===== src/rtl/uart_pkg.sv =====
// Shared UART definitions: FSM states, default sizing, line level.
// UART_RX_PARITY_EN adds the PARITY state.
package uart_pkg;

  localparam int DEF_CLKS_PER_BIT = 2;
  localparam int DEF_DATA_BITS    = 8;
  localparam int DEF_FIFO_DEPTH   = 4;

  localparam logic LINE_IDLE = 1'b1;

`ifdef UART_RX_PARITY_EN
  typedef enum logic [2:0] {
    S_IDLE,
    S_START,
    S_DATA,
    S_PARITY,
    S_STOP
  } uart_state_t;
`else
  typedef enum logic [2:0] {
    S_IDLE,
    S_START,
    S_DATA,
    S_STOP
  } uart_state_t;
`endif

endpackage


===== src/rtl/uart_rx_fifo.sv =====
// First-word-fall-through byte FIFO with sticky overrun flag.
// A push into a full FIFO is kept only if a pop frees a slot that cycle.
module uart_rx_fifo
  import uart_pkg::*;
#(
  parameter int WIDTH = DEF_DATA_BITS,
  parameter int DEPTH = DEF_FIFO_DEPTH
) (
  input  logic             clk,
  input  logic             rst,
  input  logic             push,
  input  logic [WIDTH-1:0] push_data,
  input  logic             pop,
  output logic [WIDTH-1:0] pop_data,
  output logic             full,
  output logic             empty,
  output logic             overrun
);

  localparam int AW = $clog2(DEPTH);

  logic [WIDTH-1:0] mem [DEPTH];
  logic [AW-1:0]    wr_ptr;
  logic [AW-1:0]    rd_ptr;
  logic [AW:0]      count;
  logic             do_push;
  logic             do_pop;

  assign full     = (count == (AW+1)'(DEPTH));
  assign empty    = (count == '0);
  assign do_pop   = pop & ~empty;
  assign do_push  = push & (~full | do_pop);
  assign pop_data = empty ? '0 : mem[rd_ptr];

  always_ff @(posedge clk) begin
    if (do_push) mem[wr_ptr] <= push_data;
  end

  always_ff @(posedge clk or posedge rst) begin
    if (rst) begin
      wr_ptr  <= '0;
      rd_ptr  <= '0;
      count   <= '0;
      overrun <= 1'b0;
    end else begin
      if (do_push) wr_ptr <= wr_ptr + 1'b1;
      if (do_pop)  rd_ptr <= rd_ptr + 1'b1;
      unique case ({do_push, do_pop})
        2'b10:   count <= count + 1'b1;
        2'b01:   count <= count - 1'b1;
        default: count <= count;
      endcase
      if (push & full & ~do_pop) overrun <= 1'b1;
    end
  end

endmodule


===== src/rtl/uart_rx_buffer.sv =====
// UART receiver with mid-bit sampling feeding a FWFT byte FIFO.
// Define UART_RX_PARITY_EN for one even-parity bit per frame.
module uart_rx_buffer
  import uart_pkg::*;
#(
  parameter int CLKS_PER_BIT = DEF_CLKS_PER_BIT,
  parameter int DATA_BITS    = DEF_DATA_BITS,
  parameter int FIFO_DEPTH   = DEF_FIFO_DEPTH
) (
  input  logic                 clk,
  input  logic                 Ux_reset,
  input  logic                 rx_line,
  input  logic                 rd_en,
  output logic [DATA_BITS-1:0] rd_data,
  output logic                 rd_valid,
  output logic                 fifo_full,
  output logic                 frame_err,
  output logic                 parity_err,
  output logic                 overrun_err
);

  localparam int CW = $clog2(CLKS_PER_BIT + 1);
  localparam int BW = $clog2(DATA_BITS + 1);

  logic sync1;
  logic rx_s;
  logic rx_q;
  logic fall;

  always_ff @(posedge clk or posedge Ux_reset) begin
    if (Ux_reset) begin
      sync1 <= LINE_IDLE;
      rx_s  <= LINE_IDLE;
      rx_q  <= LINE_IDLE;
    end else begin
      sync1 <= rx_line;
      rx_s  <= sync1;
      rx_q  <= rx_s;
    end
  end

  assign fall = rx_q & ~rx_s;

  uart_state_t          state, state_n;
  logic [CW-1:0]        cnt, cnt_n;
  logic [BW-1:0]        bits, bits_n;
  logic [DATA_BITS-1:0] shreg, shreg_n;
  logic                 push_n, push_q;
  logic                 ferr_n, ferr_q;
  logic                 tick;
  logic                 empty;

  assign tick = (cnt == CW'(1));

`ifdef UART_RX_PARITY_EN
  logic par_bad, par_bad_n;
  logic perr_n, perr_q;
`endif

  always_comb begin
    state_n = state;
    cnt_n   = cnt;
    bits_n  = bits;
    shreg_n = shreg;
    push_n  = 1'b0;
    ferr_n  = 1'b0;
`ifdef UART_RX_PARITY_EN
    par_bad_n = par_bad;
    perr_n    = 1'b0;
`endif
    unique case (state)
      S_IDLE: begin
        if (fall) begin
          cnt_n   = CW'(CLKS_PER_BIT / 2);
          state_n = S_START;
`ifdef UART_RX_PARITY_EN
          par_bad_n = 1'b0;
`endif
        end
      end
      S_START: begin
        if (!tick) begin
          cnt_n = cnt - 1'b1;
        end else if (!rx_s) begin
          cnt_n   = CW'(CLKS_PER_BIT);
          bits_n  = '0;
          state_n = S_DATA;
        end else begin
          state_n = S_IDLE;
        end
      end
      S_DATA: begin
        if (!tick) begin
          cnt_n = cnt - 1'b1;
        end else begin
          shreg_n = {rx_s, shreg[DATA_BITS-1:1]};
          cnt_n   = CW'(CLKS_PER_BIT);
          bits_n  = bits + 1'b1;
          if (bits == BW'(DATA_BITS - 1)) begin
`ifdef UART_RX_PARITY_EN
            state_n = S_PARITY;
`else
            state_n = S_STOP;
`endif
          end
        end
      end
`ifdef UART_RX_PARITY_EN
      S_PARITY: begin
        if (!tick) begin
          cnt_n = cnt - 1'b1;
        end else begin
          par_bad_n = rx_s ^ (^shreg);
          cnt_n     = CW'(CLKS_PER_BIT);
          state_n   = S_STOP;
        end
      end
`endif
      S_STOP: begin
        if (!tick) begin
          cnt_n = cnt - 1'b1;
        end else begin
          state_n = S_IDLE;
          ferr_n  = ~rx_s;
`ifdef UART_RX_PARITY_EN
          perr_n = par_bad;
          push_n = rx_s & ~par_bad;
`else
          push_n = rx_s;
`endif
        end
      end
      default: state_n = S_IDLE;
    endcase
  end

  always_ff @(posedge clk or posedge Ux_reset) begin
    if (Ux_reset) begin
      state  <= S_IDLE;
      cnt    <= '0;
      bits   <= '0;
      shreg  <= '0;
      push_q <= 1'b0;
      ferr_q <= 1'b0;
`ifdef UART_RX_PARITY_EN
      par_bad <= 1'b0;
      perr_q  <= 1'b0;
`endif
    end else begin
      state  <= state_n;
      cnt    <= cnt_n;
      bits   <= bits_n;
      shreg  <= shreg_n;
      push_q <= push_n;
      ferr_q <= ferr_n;
`ifdef UART_RX_PARITY_EN
      par_bad <= par_bad_n;
      perr_q  <= perr_n;
`endif
    end
  end

  assign frame_err = ferr_q;
`ifdef UART_RX_PARITY_EN
  assign parity_err = perr_q;
`else
  assign parity_err = 1'b0;
`endif

  // shreg is stable in IDLE/START, so it still holds the byte when push_q fires
  uart_rx_fifo #(
    .WIDTH (DATA_BITS),
    .DEPTH (FIFO_DEPTH)
  ) u_fifo (
    .clk       (clk),
    .rst       (Ux_reset),
    .push      (push_q),
    .push_data (shreg),
    .pop       (rd_en),
    .pop_data  (rd_data),
    .full      (fifo_full),
    .empty     (empty),
    .overrun   (overrun_err)
  );

  assign rd_valid = ~empty;

endmodule


===== config.mk =====
export PLATFORM = sky130hd
export DESIGN_NAME = uart_rx_buffer
export DESIGN_NICKNAME = d
export VERILOG_FILES = /design/src/rtl/uart_pkg.sv /design/src/rtl/uart_rx_fifo.sv /design/src/rtl/uart_rx_buffer.sv
export SDC_FILE = /design/constraint.sdc
export NUM_CORES = 1
export LEC_CHECK = 0
export CAP_MARGIN = 20
export CORE_AREA = 2 2 96 61
export CTS_BUF_LIST = sky130_fd_sc_hd__clkbuf_4 sky130_fd_sc_hd__clkbuf_8 sky130_fd_sc_hd__clkbuf_16
export DETAILED_ROUTE_END_ITERATION = 6
export DIE_AREA = 0 0 98 63
export HOLD_SLACK_MARGIN = 0.06
export PLACE_DENSITY_LB_ADDON = 0.08
export SYNTH_ARGS = -nofsm -noshare
export SYNTH_HDL_FRONTEND = slang
export SYNTH_SLANG_ARGS = --single-unit

===== constraint.sdc =====
create_clock -name clk -period 2.1 [get_ports clk]
set_clock_uncertainty 0.2 [all_clocks]
set_input_delay 0.315 -clock clk [delete_from_list [all_inputs] [get_ports clk]]
set_output_delay 0.315 -clock clk [all_outputs]
set_load 0.05 [all_outputs]

Yosys cells after proc, flatten, opt, wreduce, memory -nomap -nowiden
Memory sizes are Yosys's and may differ from the RTL's.
Index checks and enable logic that the tools add are counted.
- $add $sub $neg: 6
- equal/unequal tests: 16
- mux-type cells: 25
- bitwise operators: 10
- reductions and logical operators: 9
- operators with widths (operator ; count):
    two-way mux 3 bit ; 5
    inequality test 2 bit (second input constant) ; 7
    two-way mux 2 bit ; 6
    two-way mux 4 bit ; 3
    one-hot mux 3 bit (4 select lines) ; 1
    two-way mux 8 bit ; 1
    one-hot mux 2 bit (4 select lines) ; 1
    one-hot mux 4 bit (2 select lines) ; 1
    AND reduction 4 bit ; 2
    equality test 3 x 2 -> 1 bit (second input constant) ; 2
    zero test 3 bit ; 2
    two-way mux 1 bit ; 6
    one-hot mux 3 bit (2 select lines) ; 1
    bitwise AND 1 bit ; 5
    AND reduction 5 bit ; 1
    adder 2 x 1 -> 2 bit (second input constant) ; 2
    adder 4 x 1 -> 4 bit (second input constant) ; 1
    equality test 2 x 1 -> 1 bit (second input constant) ; 2
    equality test 4 x 3 -> 1 bit (second input constant) ; 1
    NOT 1 bit ; 4
    nonzero test 2 bit ; 2
    nonzero test 4 bit ; 1
    adder 3 x 1 -> 3 bit (second input constant) ; 1
    equality test 3 x 1 -> 1 bit (second input constant) ; 1
    other kinds (7) ; 7
- flip-flop bits (word level): 30
- memory bits (writable): 32
- input bits: 4
- output and inout bits: 13
- logic and storage cells: 80
- memories kept: 1
- memories (memory ; words ; bits a word ; rd ports ; clocked after memory_dff ; write ports ; RTL line ; RTL):
    u_fifo.mem ; 4 ; 8 ; 1 ; 0 ; 1 ; uart_rx_fifo.sv:22 ; logic [WIDTH-1:0] mem [DEPTH];

Longest topological paths before layout
Gate-level depths: netlist of run 1.
- depth in word-level cells: 7
- depth in mapped cells: 10

Modules after synthesis
Synthesis of run 1 repeated with hierarchy kept, for this count alone.
- cell total of the unflattened synthesis: 184
- area total of the unflattened synthesis: 2785.2 um^2
- modules (own cells, without submodules) (module ; times used ; cells an instance ; area each (um^2)):
    uart_rx_fifo ; 1 ; 93 ; 1701.6
    uart_rx_buffer ; 1 ; 91 ; 1083.5

Least setup slack after synthesis of run 1
Ideal clock, no wire load.
- path kind: reg2reg
- start: register u_fifo.count[0]
- end: register u_fifo.count[2]
- library setup time: 0.079 ns
- arrival time: 3.019 ns
- required time: 1.821 ns
- path slack: -1.198 ns
- cell stages (with the launch flop): 11
- buffers on the path: 0
- clock period less this slack: 3.298 ns
- cells stage by stage: dfrtp_1 > nor3b_1 > and2b_1 > nor2b_2 > inv_1 > ha_1 > inv_1 > fa_1 > xor2_1 > nor2_1 > xor2_1
- elaborated cells between the ends (all ways): 13
- those cells by class: add/sub: 2; eq/ne: 3; mux: 1; bitwise: 5; reduce/logical: 2
- RTL lines (element ; RTL line ; RTL):
    from (decl) ; uart_rx_fifo.sv:25 ; logic [AW:0] count;
    from (signal assigned) ; uart_rx_fifo.sv:49 ; 2'b10: count <= count + 1'b1;
    from (signal assigned) ; uart_rx_fifo.sv:50 ; 2'b01: count <= count - 1'b1;
    from (signal assigned) ; uart_rx_fifo.sv:51 ; default: count <= count;
    equality test 3 bit * ; uart_rx_fifo.sv:29 ; assign full = (count == (AW+1)'(DEPTH));
    named net fifo_full ; uart_rx_buffer.sv:16 ; output logic fifo_full,
    NOT 1 bit * ; uart_rx_fifo.sv:32 ; assign do_push = push & (~full | do_pop);
    bitwise OR 1 bit * ; uart_rx_fifo.sv:32 ;
    bitwise AND 1 bit * ; uart_rx_fifo.sv:32 ;
    equality test 2 x 1 -> 1 bit / equality test 2 bit (equally long branches) ; uart_rx_fifo.sv:48 ; unique case ({do_push, do_pop})
    one-hot mux 3 bit (2 select lines) / nonzero test 2 bit (equally long branches) ; -- ;
The timed path passes the listed nets; every way through them passes the cells marked *.
A chain may end at the register's enable or synchronous reset.

Final worst setup path of run 1
- start: register u_fifo.count[0]
- end: register u_fifo.count[2]
- word-level cells in the longest chain between the ends: 7
- elaborated cells between the ends (all ways): 13
- those cells by class: add/sub: 2; eq/ne: 3; mux: 1; bitwise: 5; reduce/logical: 2
- RTL lines (element ; RTL line ; RTL):
    zero test 3 bit ; uart_rx_fifo.sv:30 ; assign empty = (count == '0);
    NOT 1 bit ; uart_rx_fifo.sv:31 ; assign do_pop = pop & ~empty;
    bitwise AND 1 bit ; uart_rx_fifo.sv:31 ;
    bitwise OR 1 bit ; uart_rx_fifo.sv:32 ;
    bitwise AND 1 bit ; uart_rx_fifo.sv:32 ;
    equality test 2 x 1 -> 1 bit / equality test 2 bit (equally long branches) ; uart_rx_fifo.sv:48 ;
    one-hot mux 3 bit (2 select lines) / nonzero test 2 bit (equally long branches) ; -- ;
Several ways; a longest one is shown, not always the timed one.

==> results of run 1 <==
cell usage in the layout, fill, tap and decap left out, drive strengths merged, types with 2 or more instances in the layout:
cell,instances
a32o,2
bufinv,2
mux2,8
nor2,7
clkbuf,10
inv,17
ha,12
dfstp,3
a31oi,3
a221oi,2
a22o,2
nand3,2
and2,14
mux4,8
mux2i,3
clkdlybuf4s50,5
buf,31
xor2,3
xnor2,3
dfrtp,26
o21ai,6
nand2,10
clkinv,3
edfxtp,32
sequential cells by signal (all words and copies together) (netlist names):
signal / flops
u_fifo.mem: 32
rx_s: 1
state: 2
u_fifo.overrun: 1
rx_q: 1
sync1: 1
u_fifo.count: 3
cnt: 2
shreg: 8
bits: 4
u_fifo.rd_ptr: 2
push_q: 1
frame_err: 1
u_fifo.wr_ptr: 2
power by group through the flow:
stage	Clock [mW]	Combinational [mW]	Sequential, mW
final	1.13	2.51	1.86
after CTS	1.16	2.47	1.86
after detailed placement	0	2.10	1.88
after global routing	1.22	2.70	1.90
after global placement	0	2.00	1.84
after floorplan	0	1.55	1.77
final cells by class:
| type | instances | area share, % |
|---|---|---|
| flip-flops and latches | 61 | 49.2 |
| multi-input cells | 101 | 28.1 |
| repair buffers | 36 | 12.1 |
| clock buffers | 10 | 3.82 |
| clock inverters | 6 | 2.51 |
| well taps | 69 | 2.51 |
| inverters | 16 | 1.75 |
worst max path at each step:
stage                                             from                     endpoint  slack (ns)  cells after the start
final                      u_fifo.count[0]$_DFFE_PP0P_  u_fifo.count[2]$_DFFE_PP0P_        -0.1                     10
after floorplan            u_fifo.count[0]$_DFFE_PP0P_  u_fifo.count[2]$_DFFE_PP0P_       -0.42                     10
after detailed placement                         rd_en  u_fifo.count[2]$_DFFE_PP0P_       -0.24                     10
after global routing       u_fifo.count[0]$_DFFE_PP0P_  u_fifo.count[2]$_DFFE_PP0P_       -0.18                     10
after CTS                 u_fifo.rd_ptr[0]$_DFFE_PP0P_                   rd_data[3]       -0.10                      4
after global placement                           rd_en  u_fifo.count[2]$_DFFE_PP0P_       -0.17                     10
per-stage QoR:
step	cell area, µm²	setup TNS (ns)	worst slack [ns]	hold slack [ns]	utilization [%]
global placement	3060	-0.239	-0.169	0.145	57.3
CTS	3420	-0.825	-0.101	0.139	64.1
finish	3440	-0.705	-0.0957	0.135	64.5
detailed placement	3060	-0.369	-0.240	0.152	57.3
global route	3440	-1.28	-0.176	0.163	64.5
floorplan	2700	-0.724	-0.416	0.119	-
timing repair:
action | 4_1_cts | 5_1_grt
hold endpoints to repair | 0 | 0
pin swaps | 11 | 6
setup endpoints to repair | 11 | 14
gates resized for setup | 30 | 4
buffers inserted | 6 | 1
worst max-delay path, cell delays in order (launching register included):
cell	delay (ns)
dfrtp_1	0.43
nor3b_4	0.22
and2b_2	0.20
nor2b_4	0.04
inv_2	0.05
ha_4	0.12
inv_2	0.04
fa_2	0.35
xor2_2	0.16
nor2_1	0.13
xor2_1	0.17
layer usage:
| layer | up-vias | track usage, % |
|---|---|---|
| li1 | 739 | - |
| met1 | 826 | 22.1 |
| met2 | 36 | 28.5 |
| met3 | 7 | 7.49 |
| met4 | 0 | 6.25 |
| met5 | - | 0 |
logic make-up (layout without fill, tap and decap cells):
kind of cell,Yosys count,count (layout),synth area share [%]
flip-flops,61,61,63.1
buffers and inverters,22,68,3.50
AND/OR/NAND/NOR,42,42,8.46
adder cells (fa/ha/maj),13,13,6.35
AO/OA/AOI/OAI,20,20,5.28
XOR/XNOR,6,6,1.96
multiplexers,19,19,11.2
other,1,1,0.140
==> impl_results.md, run 1 <==
- CP required: ~2.2 ns
- ANT nets after route: 0
- Hold_buf cts: 0
- CP startpoint kind: flip-flop
- Reg2reg path depth: 10
- Fin. Hold Viols: 0
- ANT cells: 0
- FF-to-FF Start: u_fifo.count[0]$_DFFE_PP0P_
- Core area: 5330 µm²
- RSZ-0062 raised after global routing: yes
- Post-synthesis sequential area ratio: a little over three fifths
- GRT Residual Overflow: 0
- H-Tree Depth: 3
- R2R Path End: u_fifo.count[2]$_DFFE_PP0P_
- DR iter-0 viols: 72
- Drt pass-1 iters: 4
- Crit path max fanout: 3
- GRT Total Usage: about 18%
- M1 WL: ~2100 µm
- Sequential power share: between 30% and 40%
- Crit Path Category: reg -> reg
- Max Cap Violations: 0
- # nets final: about 240
- Largest net degree at the start of global routing: 30
- Register area: roughly 1700 µm²
- Ys async rst share: 47.5%
- Ys flop type: edfxtp_1
- Clock Latency Late Sink: 0.34 ns
- Clk pin slew, worst setup/hold paths: about 0.070 ns
- YS warnings: 0
- Static Leak: 1.44 nW
- Metal3 WL: ~270 µm
- Rows: 21
- Top cell type's share of synthesized area: ~36%
- PwrDens: 1600 nW/µm²
- Die width: approximately 98 µm
- Wire length per cell: around 16 µm
- Internal: between 3 and 4 mW
- GPL Wtd Cong: between 0.7 and 0.8
- CTS tree: built
- Final worst setup slack: -0.0957 ns
- Layout cells sized above 1: between 30% and 40%
- Area of the multi-input gates: roughly 970 µm²
- CP arrival: ~2.3 ns
- Switching Share: a little over a third
- Vias in the first global route: 1673
- Top Metal Used: met4
- Mapped Nets: around 200
- Layout area overhead: 28.4%
- Starting density of the core: roughly half
- Global-route wire length before repair: ~8000 µm
- Fillers: roughly 400
- Net Switching: between 1.5 and 2 mW
- Sink Count: 61
- Met2 routed WL: between 2000 and 2500 µm
- Dpl cells: about 280
- HPWL Detailed: between 3000 and 4000 µm
- Netlist cell types: 39
- R2R Setup Slk: -0.1 ns
- Most common cell in the netlist: edfxtp_1
- Post-synth EDFFs: 32
- Final setup violation count: 9
- Vias: around 1600
- Mapped Area: about 2700 µm²
- CTS root buffer: clkbuf_8
- Status: complete, but fails checks
- DIE AREA: 6170 µm²
- Synthesized flop and latch total: slightly above 60
- Final worst path period share: 105%
- CP endpoint kind: flip-flop
- Fmax: between 0.4 and 0.5 GHz
- Gate count of the mapped netlist: between 150 and 200
- Ranking of synthesized cells by area: edfxtp_1 (36%), dfrtp_1 (24%), mux4_2 (6.7%), ha_1 (5.6%), mux2_2 (3.4%)
- Combinational power share: a little under half
- Total wire length: a little under 5000 µm
- Cts bufs inserted: 9
- Post-Syn Area per Cell: about 15 µm²
- Min Tclk post-route: ~2.2 ns
- Number of I/O pins: 17
- Max IR drop VDD: roughly 0.0009 V
- Area leader, netlist: edfxtp_1
- Clock power frac: 20.5%
- Fin cells: roughly 300
- Worst Hold Class: in -> async
- DRC Markers: 0
- Tot Pwr: roughly 5.5 mW
- Maximum clock insertion buffer count: 2
- Slew Limit Fails: 0
- Initial antenna violation count: 0
- Die H: 63 µm
- Synth top cells by count: edfxtp_1 (32), dfrtp_1 (26), inv_1 (16)
- Failing checks: negative setup slack
- IO buf count: 15
- Vias per cell: roughly 5.4
(Power assumes the default switching activity.)
==> run 2, diff against run 1 <==
--- a/config.mk
+++ b/config.mk
@@ -6,12 +6,13 @@
 export NUM_CORES = 1
 export LEC_CHECK = 0
 export CAP_MARGIN = 20
-export CORE_AREA = 2 2 96 61
+export CORE_AREA = 2 2 90 57
 export CTS_BUF_LIST = sky130_fd_sc_hd__clkbuf_4 sky130_fd_sc_hd__clkbuf_8 sky130_fd_sc_hd__clkbuf_16
 export DETAILED_ROUTE_END_ITERATION = 6
-export DIE_AREA = 0 0 98 63
+export DIE_AREA = 0 0 92 59
 export HOLD_SLACK_MARGIN = 0.06
 export PLACE_DENSITY_LB_ADDON = 0.08
+export SKIP_LAST_GASP = 1
 export SYNTH_ARGS = -nofsm -noshare
 export SYNTH_HDL_FRONTEND = slang
 export SYNTH_SLANG_ARGS = --single-unit
==> constraint.sdc (replaced) <==
create_clock -name clk -period 2.7 [get_ports clk]
set_clock_uncertainty 0.2 [all_clocks]
set_input_delay 0.405 -clock clk [delete_from_list [all_inputs] [get_ports clk]]
set_output_delay 0.405 -clock clk [all_outputs]
set_load 0.05 [all_outputs]
==> impl_results.md, run 2 (synthesis results as in run 1) <==
- Metal3 WL: 209 µm
- CP delay by family, top: simple AND/OR/NAND/NOR gates
- Switching Share: approximately two fifths
- Die H: about 59 µm
- Die width: just over 90 µm
- Slowest library cell on the worst path: or3_1
- Hold Crit Start: sync1$_DFF_PP1_
- Final setup violation count: 0
- Slew Limit Fails: 0
- Core area: approximately 4500 µm²
- Sink Count: just over 60
- CP arrival: roughly 1.8 ns
- Drt pass-1 iters: 4
- ANT nets after route: 0
- Vias: 1483
- PwrDens: between 1000 and 1500 nW/µm²
- M1 WL: 2040 µm
- Met2 routed WL: roughly 2100 µm
- Reg2reg path depth: 8
- Global-route wire length before repair: 7430 µm
- Static Leak: 1.27 nW
- Clock power frac: a little over a fifth
- IO buf count: 15
- Net Switching: around 1.5 mW
- Largest net degree at the start of global routing: 30
- Vias in the first global route: approximately 1600
- DR iter-0 viols: 64
- ANT cells: 0
- # nets final: between 200 and 250
- Sequential power share: about two fifths
- GRT Residual Overflow: 0
- Fin cells: between 200 and 300
- Dpl cells: 258
- Max reg flops: 32
- DRC Markers: 0
- CTS root buffer: clkbuf_8
- CTS tree: built
- Hold path depth: 0
- Cts bufs inserted: 9
- Rows: 19
- Initial antenna violation count: 0
- Wire length per cell: around 16 µm
- Most frequent cells in the layout: edfxtp_1 (32), dfrtp_1 (26), inv_1 (16)
- CP required: between 2 and 2.5 ns
- GRT Total Usage: a little under a fifth
- Setup Buffers After CTS: 0
- Commonest non-fill, non-tap cell in the layout: edfxtp_1
- Combinational power share: approximately two fifths
- Final worst path period share: 89.7%
- Tot Pwr: between 3 and 4 mW
- Max Cap Violations: 0
- Design area: approximately 3100 µm²
- Setup TNS: 0 ns
- Clock Latency Late Sink: 0.33 ns
- CP cell instances: or3_1 > dlygate4sd2_1
- HPWL Detailed: 3090 µm
- Internal: 2.28 mW
- Most flops, register: u_fifo.mem
- Biggest regs: u_fifo.mem: 32 flops, shreg: 8 flops, bits: 4 flops
- Maximum clock insertion buffer count: 2
- CP endpoint kind: output pin
- CP startpoint kind: flip-flop
- Worst Path Buf+Inv: 1
- Status: finished, final reports clean
- FF-to-FF Start: u_fifo.count[0]$_DFFE_PP0P_
- Layout cells sized above 1: 22.7%
- Fmax: around 0.41 GHz
- Critical path's largest stage delay: between 0.5 and 0.6 ns
- GPL Wtd Cong: 0.729
- H-Tree Depth: 3
- Number of I/O pins: 17
- DIE AREA: between 5000 and 6000 µm²
- Vias per cell: ~5.4
- Total wire length: 4420 µm
- Worst Hold Class: reg -> reg
- Min Tclk post-route: between 2 and 2.5 ns
- Crit Path Category: reg -> out
- Starting density of the core: between 50% and 60%
- Hold EP: rx_s$_DFF_PP1_
- R2R Path End: u_fifo.count[2]$_DFFE_PP0P_
- RSZ-0062 raised after global routing: no
- R2R Setup Slk: 0.28 ns
- Top Metal Used: met4
- Placed instance area: roughly 2900 µm²
- Clk pin slew, worst setup/hold paths: approximately 0.070 ns
- Layout area overhead: 14.9%
- Max IR drop VDD: 0.000577 V
- Fin. Hold Viols: 0
- Crit path max fanout: 10
==> run 2: cell type report <==
class,instances,area [µm²]
Clock inverter,7,75.1
Tap cell,63,78.8
Multi-Input combinational cell,101,906
Inverter,16,60.1
Sequential cell,61,1690
Timing Repair Buffer,17,144
Fill cell,320,1440
Clock buffer,9,124
==> run 2: power groups by stage <==
stage	Clock [mW]	Sequential, mW	Combinational [mW]
2_1_floorplan	0	1.38	1.20
6_report	0.778	1.43	1.52
5_1_grt	0.837	1.46	1.66
4_1_cts	0.804	1.43	1.53
3_5_place_dp	0	1.45	1.53
3_3_place_gp	0	1.42	1.47
==> run 2: worst max-delay path by stage <==
stage | cells after the start | to | from
after CTS | 2 | rd_valid | u_fifo.count[0]$_DFFE_PP0P_
after global routing | 8 | u_fifo.count[2]$_DFFE_PP0P_ | u_fifo.count[0]$_DFFE_PP0P_
final | 2 | rd_valid | u_fifo.count[0]$_DFFE_PP0P_
after global placement | 10 | u_fifo.count[2]$_DFFE_PP0P_ | rd_en
after detailed placement | 10 | u_fifo.count[2]$_DFFE_PP0P_ | rd_en
after floorplan | 10 | u_fifo.count[2]$_DFFE_PP0P_ | u_fifo.count[0]$_DFFE_PP0P_
==> run 2: layer usage <==
layer / up-vias / track usage (%)
li1: 699 / -
met1: 747 / 23.9
met2: 30 / 31.5
met3: 7 / 7.12
met4: 0 / 6.82
met5: - / 0
==> run 2: what timing repair did <==
item	in CTS	in global routing
hold buffers	0	0
resized for setup	1	0
setup endpoints to repair	1	0
==> run 2: worst register-to-register path, cell delays in order, from the launching register on <==
cell     delay [ns]
dfrtp_1        0.44
or3_1          0.36
and2_4         0.23
ha_1           0.18
inv_1          0.07
fa_1           0.43
xor2_1         0.16
nor2_1         0.11
xor2_1         0.16
==> run 2: metrics by stage <==
step | setup WS, ns | hold WS [ns] | util, %
final | 0.278 | 0.164 | 68.1
after global routing | 0.183 | 0.167 | 68.1
after CTS | 0.256 | 0.164 | 68.1
after detailed placement | 0.0830 | 0.154 | 63.8
after global placement | 0.197 | 0.149 | 63.8
after floorplan | 0.127 | 0.145 | -
==> patch 1 (flow settings as in run 1) <==
Change the package constant `DEF_CLKS_PER_BIT` from 2 to 1.
--- a/src/rtl/uart_pkg.sv
+++ b/src/rtl/uart_pkg.sv
@@ -4,3 +4,3 @@
 
-  localparam int DEF_CLKS_PER_BIT = 2;
+  localparam int DEF_CLKS_PER_BIT = 1;
   localparam int DEF_DATA_BITS    = 8;
Check against the original RTL: no difference found for any inputs over 10 cycles, from zero or initial values and one cycle with Ux_reset high; that may be too few to reach the edited logic, so the function may still have changed.
==> patch 1 against run 1 <==
- the run still ends with setup timing left
- sequential cell count is 1 lower
- area after synthesis is 3.1% lower
- wire length is 5.5% lower
- setup slack worse by 0.0078 ns
- combinational power is 8.0% lower
- design area is 5.9% lower
- power is 3.8% lower
- largest cell class unchanged
- largest power group unchanged
==> patch 1: results (changes against run 1) <==
| Metric | Value |
|---|---|
| First-pass GRT wire length | `7.95 mm (was 8.18 mm)` |
| Worst Slack Setup Final | `-0.104 ns (was -0.0957 ns)` |
| Share of Yosys cell area claimed by the top area cell type | `37.0% (was 35.9%)` |
| Mean routed wirelength per cell | `16.4 um (was 16.2 um)` |
| Largest net degree at the start of global routing | `29 (was 30)` |
| Layout cells sized above 1 | `37.1% (was 37.8%)` |
| Dpl ws | `-0.247 ns (was -0.240 ns)` |
| Failing checks | `setup timing (unchanged)` |
| Ys flop type | `edfxtp_1 (unchanged)` |
| Unique masters post-synth | `55 (was 39)` |
| Sequential share of the synthesized area | `64.1% (was 63.1%)` |
| Synth async-reset ratio | `46.7% (was 47.5%)` |
| Global Route Usage Sum | `17.4% (was 17.9%)` |
| Sw Share | `35.8% (was 36.1%)` |
| Final Setup Violations | `9 (unchanged)` |
| Run status | `finished, violations left (unchanged)` |
| Final #Nets | `215 (was 242)` |
| Slowest CP cell | `fa_2 (was dfrtp_1)` |
| Syn Nets | `178 (was 201)` |
| Final Core Density | `60.7% (was 64.5%)` |
| Top cells by count, synth | `edfxtp_1 (32), dfrtp_1 (25), and2_1 (12) (was edfxtp_1 (32), dfrtp_1 (26), inv_1 (16))` |
| Layout fillers | `406 (was 403)` |
| Synth area leaders | `edfxtp_1 (37%), dfrtp_1 (24%), mux4_2 (6.9%) (was edfxtp_1 (36%), dfrtp_1 (24%), mux4_2 (6.7%))` |
| Starting DRC count in detailed routing | `66 (was 72)` |
| GP Congestion | `0.734 (was 0.771)` |
| Worst Hold Class | `flip-flop to flip-flop (was input port to async pin)` |
| CP top delay family | `simple AND/OR/NAND/NOR gates (unchanged)` |
patch 1: changes by cell type after synthesis, moves of 5 or more:
cell     delta
nand2_1     -5
mux2_2      -8
mux2_1      +8
ha_1        -7
o21ai_0     -5
inv_1       -9
patch 1: worst reg2reg max path, cell delays in order (launching register included):
cell,delay (ns)
dfrtp_1,0.38
or3_4,0.39
nand2_2,0.07
or2_1,0.13
fa_2,0.45
o21ba_4,0.23
o211ai_1,0.08
a22oi_1,0.19
patch 1: final cells by class:
cell class,count,share of cell area (%)
clock buffers,9,3.83
flip-flops and latches,60,51.4
clock inverters,7,3.05
repair buffers,35,11.0
multi-input cells,92,27.2
inverters,7,0.811
well taps,69,2.67
patch 1: cell families (layout without fill, tap and decap cells):
family | after synthesis | count (layout) | share of synthesized area [%]
multiplexers | 18 | 18 | 11.4
buffers and inverters | 16 | 58 | 3.28
flip-flops | 60 | 60 | 64.1
other | 1 | 1 | 0.144
XOR/XNOR | 6 | 6 | 2.02
AO/OA/AOI/OAI | 19 | 19 | 5.45
adder cells (fa/ha/maj) | 6 | 6 | 3.18
AND/OR/NAND/NOR | 42 | 42 | 10.4
patch 1: stage by stage:
stage,cell area (sq um),instances,hold slack [ns]
CTS,3220,277,0.160
detailed placement,2870,256,0.152
global placement,2870,256,0.149
finish,3240,279,0.155
floorplan,2600,168,0.119
global route,3240,279,0.168
patch 1: metal layers:
| layer | vias to the layer above | GRT usage (%) | wire length [um] | part of all wire [%] |
|---|---|---|---|---|
| met1 | 765 | 24.2 | 2290 | 50 |
| met3 | 7 | 7.49 | 195 | 4.3 |
| met5 | - | 0 | 0 | 0 |
| met4 | 0 | 4.69 | 57 | 1.2 |
| met2 | 20 | 25.3 | 2020 | 44 |
| li1 | 692 | - | - | - |
patch 1: worst paths after layout:
kind | from | end | slack, ns | cells past startpoint
setup / recovery | u_fifo.count[0] | u_fifo.count[1] | -0.10 | 7
hold / removal | sync1 | rx_s | 0.15 | 0
setup reg to reg | u_fifo.count[0] | u_fifo.count[1] | -0.10 | 7
hold reg to reg | sync1 | rx_s | 0.15 | 0
max in group asynchronous | Ux_reset | sync1 | 1.23 | 3
min in group asynchronous | Ux_reset | u_fifo.overrun | 0.16 | 3
patch 1: timing repair:
| item | 4_1_cts | 5_1_grt |
|---|---|---|
| buffers inserted | 5 | 4 |
| hold buffers | 0 | 0 |
| setup endpoints to repair | 10 | 10 |
| cloned | 1 | 0 |
| endpoints found under the hold margin | 0 | 0 |
| pin swaps | 8 | 11 |
| gates resized for setup | 20 | 11 |
patch 1: power by group through the flow:
stage	registers (mW)	logic, mW	clock network [mW]
detailed placement	1.86	1.88	0
global placement	1.84	1.84	0
global route	1.89	2.49	1.23
CTS	1.83	2.24	1.17
finish	1.84	2.31	1.14
floorplan	1.76	1.38	0
==> patch 2 (config.mk and constraints of run 1) <==
Made on the original files. Make the reset (`Ux_reset` and `rst`) synchronous in 3 clocked blocks.
--- a/src/rtl/uart_rx_fifo.sv
+++ b/src/rtl/uart_rx_fifo.sv
@@ -38,3 +38,3 @@
 
-  always_ff @(posedge clk or posedge rst) begin
+  always_ff @(posedge clk) begin
     if (rst) begin
--- a/src/rtl/uart_rx_buffer.sv
+++ b/src/rtl/uart_rx_buffer.sv
@@ -29,3 +29,3 @@
 
-  always_ff @(posedge clk or posedge Ux_reset) begin
+  always_ff @(posedge clk) begin
     if (Ux_reset) begin
@@ -136,3 +136,3 @@
 
-  always_ff @(posedge clk or posedge Ux_reset) begin
+  always_ff @(posedge clk) begin
     if (Ux_reset) begin
Behaviour: no difference found for any inputs over 10 cycles, from zero or initial values and one cycle with Ux_reset high; that may be too few to reach the edited logic, so the function may still have changed.
==> patch 2 against run 1 <==
- synthesized cell count grew 20%
- highest routed layer unchanged
- die area unchanged
- area after synthesis increased by 0.37%
- count of clock-buffer cells in the layout grew 4
- design area shrank 4.2%
- the run still ends with setup timing left
- sequential cell count grew 2
- wire length grew 5.0%
- non-clock buffer count decreased by 3
- utilization decreased by 2.7 points
- setup slack worse by 0.069 ns
Power is not compared: it rests on default switching activity, and its combinational part moved more than twofold at a synthesized area within 25%.
==> patch 2: results (changes against run 1) <==
| Metric | Value |
|---|---|
| Run status | `finished, violations left (unchanged)` |
| Failing checks | `setup timing (unchanged)` |
| Vias per cell | `5.25 (was 5.38)` |
| Dpl cell area | `0.00298 sq mm (was 0.00306 sq mm)` |
| 1st-pass router iterations | `5 (was 4)` |
| First-pass GRT wire length | `8.69 mm (was 8.18 mm)` |
| Unique masters post-synth | `40 (was 39)` |
| Top Registers | `u_fifo.mem: 32 flops, shreg: 8 flops, bits: 4 flops (unchanged)` |
| CTS Buffer Depth | `2 (unchanged)` |
| Synth area leaders | `edfxtp_1 (36%), dfxtp_1 (23%), mux4_2 (6.7%) (was edfxtp_1 (36%), dfrtp_1 (24%), mux4_2 (6.7%))` |
| Worst Hold Class | `flip-flop to flip-flop (was input port to async pin)` |
| Final Setup Violations | `8 (was 9)` |
| Largest net degree at the start of global routing | `31 (was 30)` |
| Post-Route WL | `5.07 mm (was 4.83 mm)` |
| Number of global-route vias before repair | `1,768 (was 1,673)` |
| Sequential share of the synthesized area | `58.8% (was 63.1%)` |
| Worst vdd ir | `364 uV` |
| CP max FO | `3 (unchanged)` |
| Top cells by count, synth | `edfxtp_1 (32), dfxtp_1 (31), a21oi_1 (16), nor2_1 (16), and2_1 (14) (was edfxtp_1 (32), dfrtp_1 (26), inv_1 (16))` |
| Initial antenna violation count | `0 (unchanged)` |
| Worst Slack Setup Final | `-0.165 ns (was -0.0957 ns)` |
| Layout fillers | `421 (was 403)` |
| PortBufs | `15 (unchanged)` |
| Layout cells sized above 1 | `31.3% (was 37.8%)` |
| Clk_lat worst skew | `0.33 ns` |
| Synth async-reset ratio | `0% (was 47.5%)` |
| GP Congestion | `0.792 (was 0.771)` |
| Leak Pwr | `1.20 nW` |
| Syn Nets | `239 (was 201)` |
| CP arrival | `2.33 ns (was 2.25 ns)` |
| Final #Nets | `272 (was 242)` |
| HPWL Detailed | `3.51 mm (was 3.31 mm)` |
| Global Route Usage Sum | `18.5% (was 17.9%)` |
| Starting DRC count in detailed routing | `155 (was 72)` |
patch 2: worst paths after layout:
| path | slack [ns] | depth (start not counted) | to | start |
|---|---|---|---|---|
| max | -0.16 | 9 | u_fifo.count[2] | u_fifo.count[0] |
| min | 0.22 | 1 | rx_s | sync1 |
| max reg2reg | -0.16 | 9 | u_fifo.count[2] | u_fifo.count[0] |
| min reg2reg | 0.22 | 1 | rx_s | sync1 |
patch 2: report_power, final:
group | switching (mW) | total [mW] | leakage [nW] | internal (mW)
combinational | 0.131 | 0.230 | 0.560 | 0.0994
clock | 0.414 | 0.903 | 0.0932 | 0.489
sequential | 0.0227 | 1.32 | 0.551 | 1.30
patch 2: layer usage:
layer / GRT usage, % / part of all wire, % / vias to the layer above
met5: 0 / 0 / -
met4: 7.64 / 1.8 / 0
met3: 5.93 / 5.1 / 10
met2: 27.3 / 45 / 38
met1: 25.3 / 48 / 832
li1: - / - / 842
patch 2: worst max-delay path: stages, from the launching register on:
cell,delay [ns]
dfxtp_2,0.35
nor4b_4,0.33
nor2b_2,0.08
inv_1,0.07
ha_2,0.19
inv_2,0.05
fa_2,0.33
xor2_1,0.16
or3_1,0.32
a21oi_2,0.13
patch 2: cell type report:
cell class	instances	area, sq um	area share [%]
Timing Repair Buffer	33	332	10.1
Clock buffer	14	161	4.90
Inverter	13	48.8	1.48
Tap cell	69	86.3	2.62
Sequential cell	63	1590	48.3
Clock inverter	2	8.76	0.266
Multi-Input combinational cell	134	1070	32.3
patch 2: cells by family after synthesis:
kind of cell / after synthesis / share of synthesized area, %
AOI/OAI and AO/OA: 32 / 7.31
xor gates and xnor gates: 5 / 1.63
adders and majority gates: 14 / 6.79
buffers and inverters: 24 / 3.82
DFF: 63 / 58.8
muxes: 12 / 8.19
other: 1 / 0.139
and+or+nand+nor: 70 / 13.3
patch 2: timing repair:
action                                  CTS  global route
gates resized for setup                  32             8
endpoints found under the setup margin   10            11
pin swaps                                10             2
buffers inserted                          2             3
patch 2: per-stage QoR:
stage,hold WS [ns],power (mW),std cells,setup TNS (ns),worst slack [ns]
6_report,0.219,2.45,328,-0.232,-0.165
5_1_grt,0.263,2.57,328,-0.912,-0.282
4_1_cts,0.220,2.47,325,-0.436,-0.163
3_5_place_dp,0.202,1.56,307,-5.10,-0.649
3_3_place_gp,0.201,1.55,307,-4.01,-0.467
2_1_floorplan,0.189,1.51,221,-0.456,-0.0963
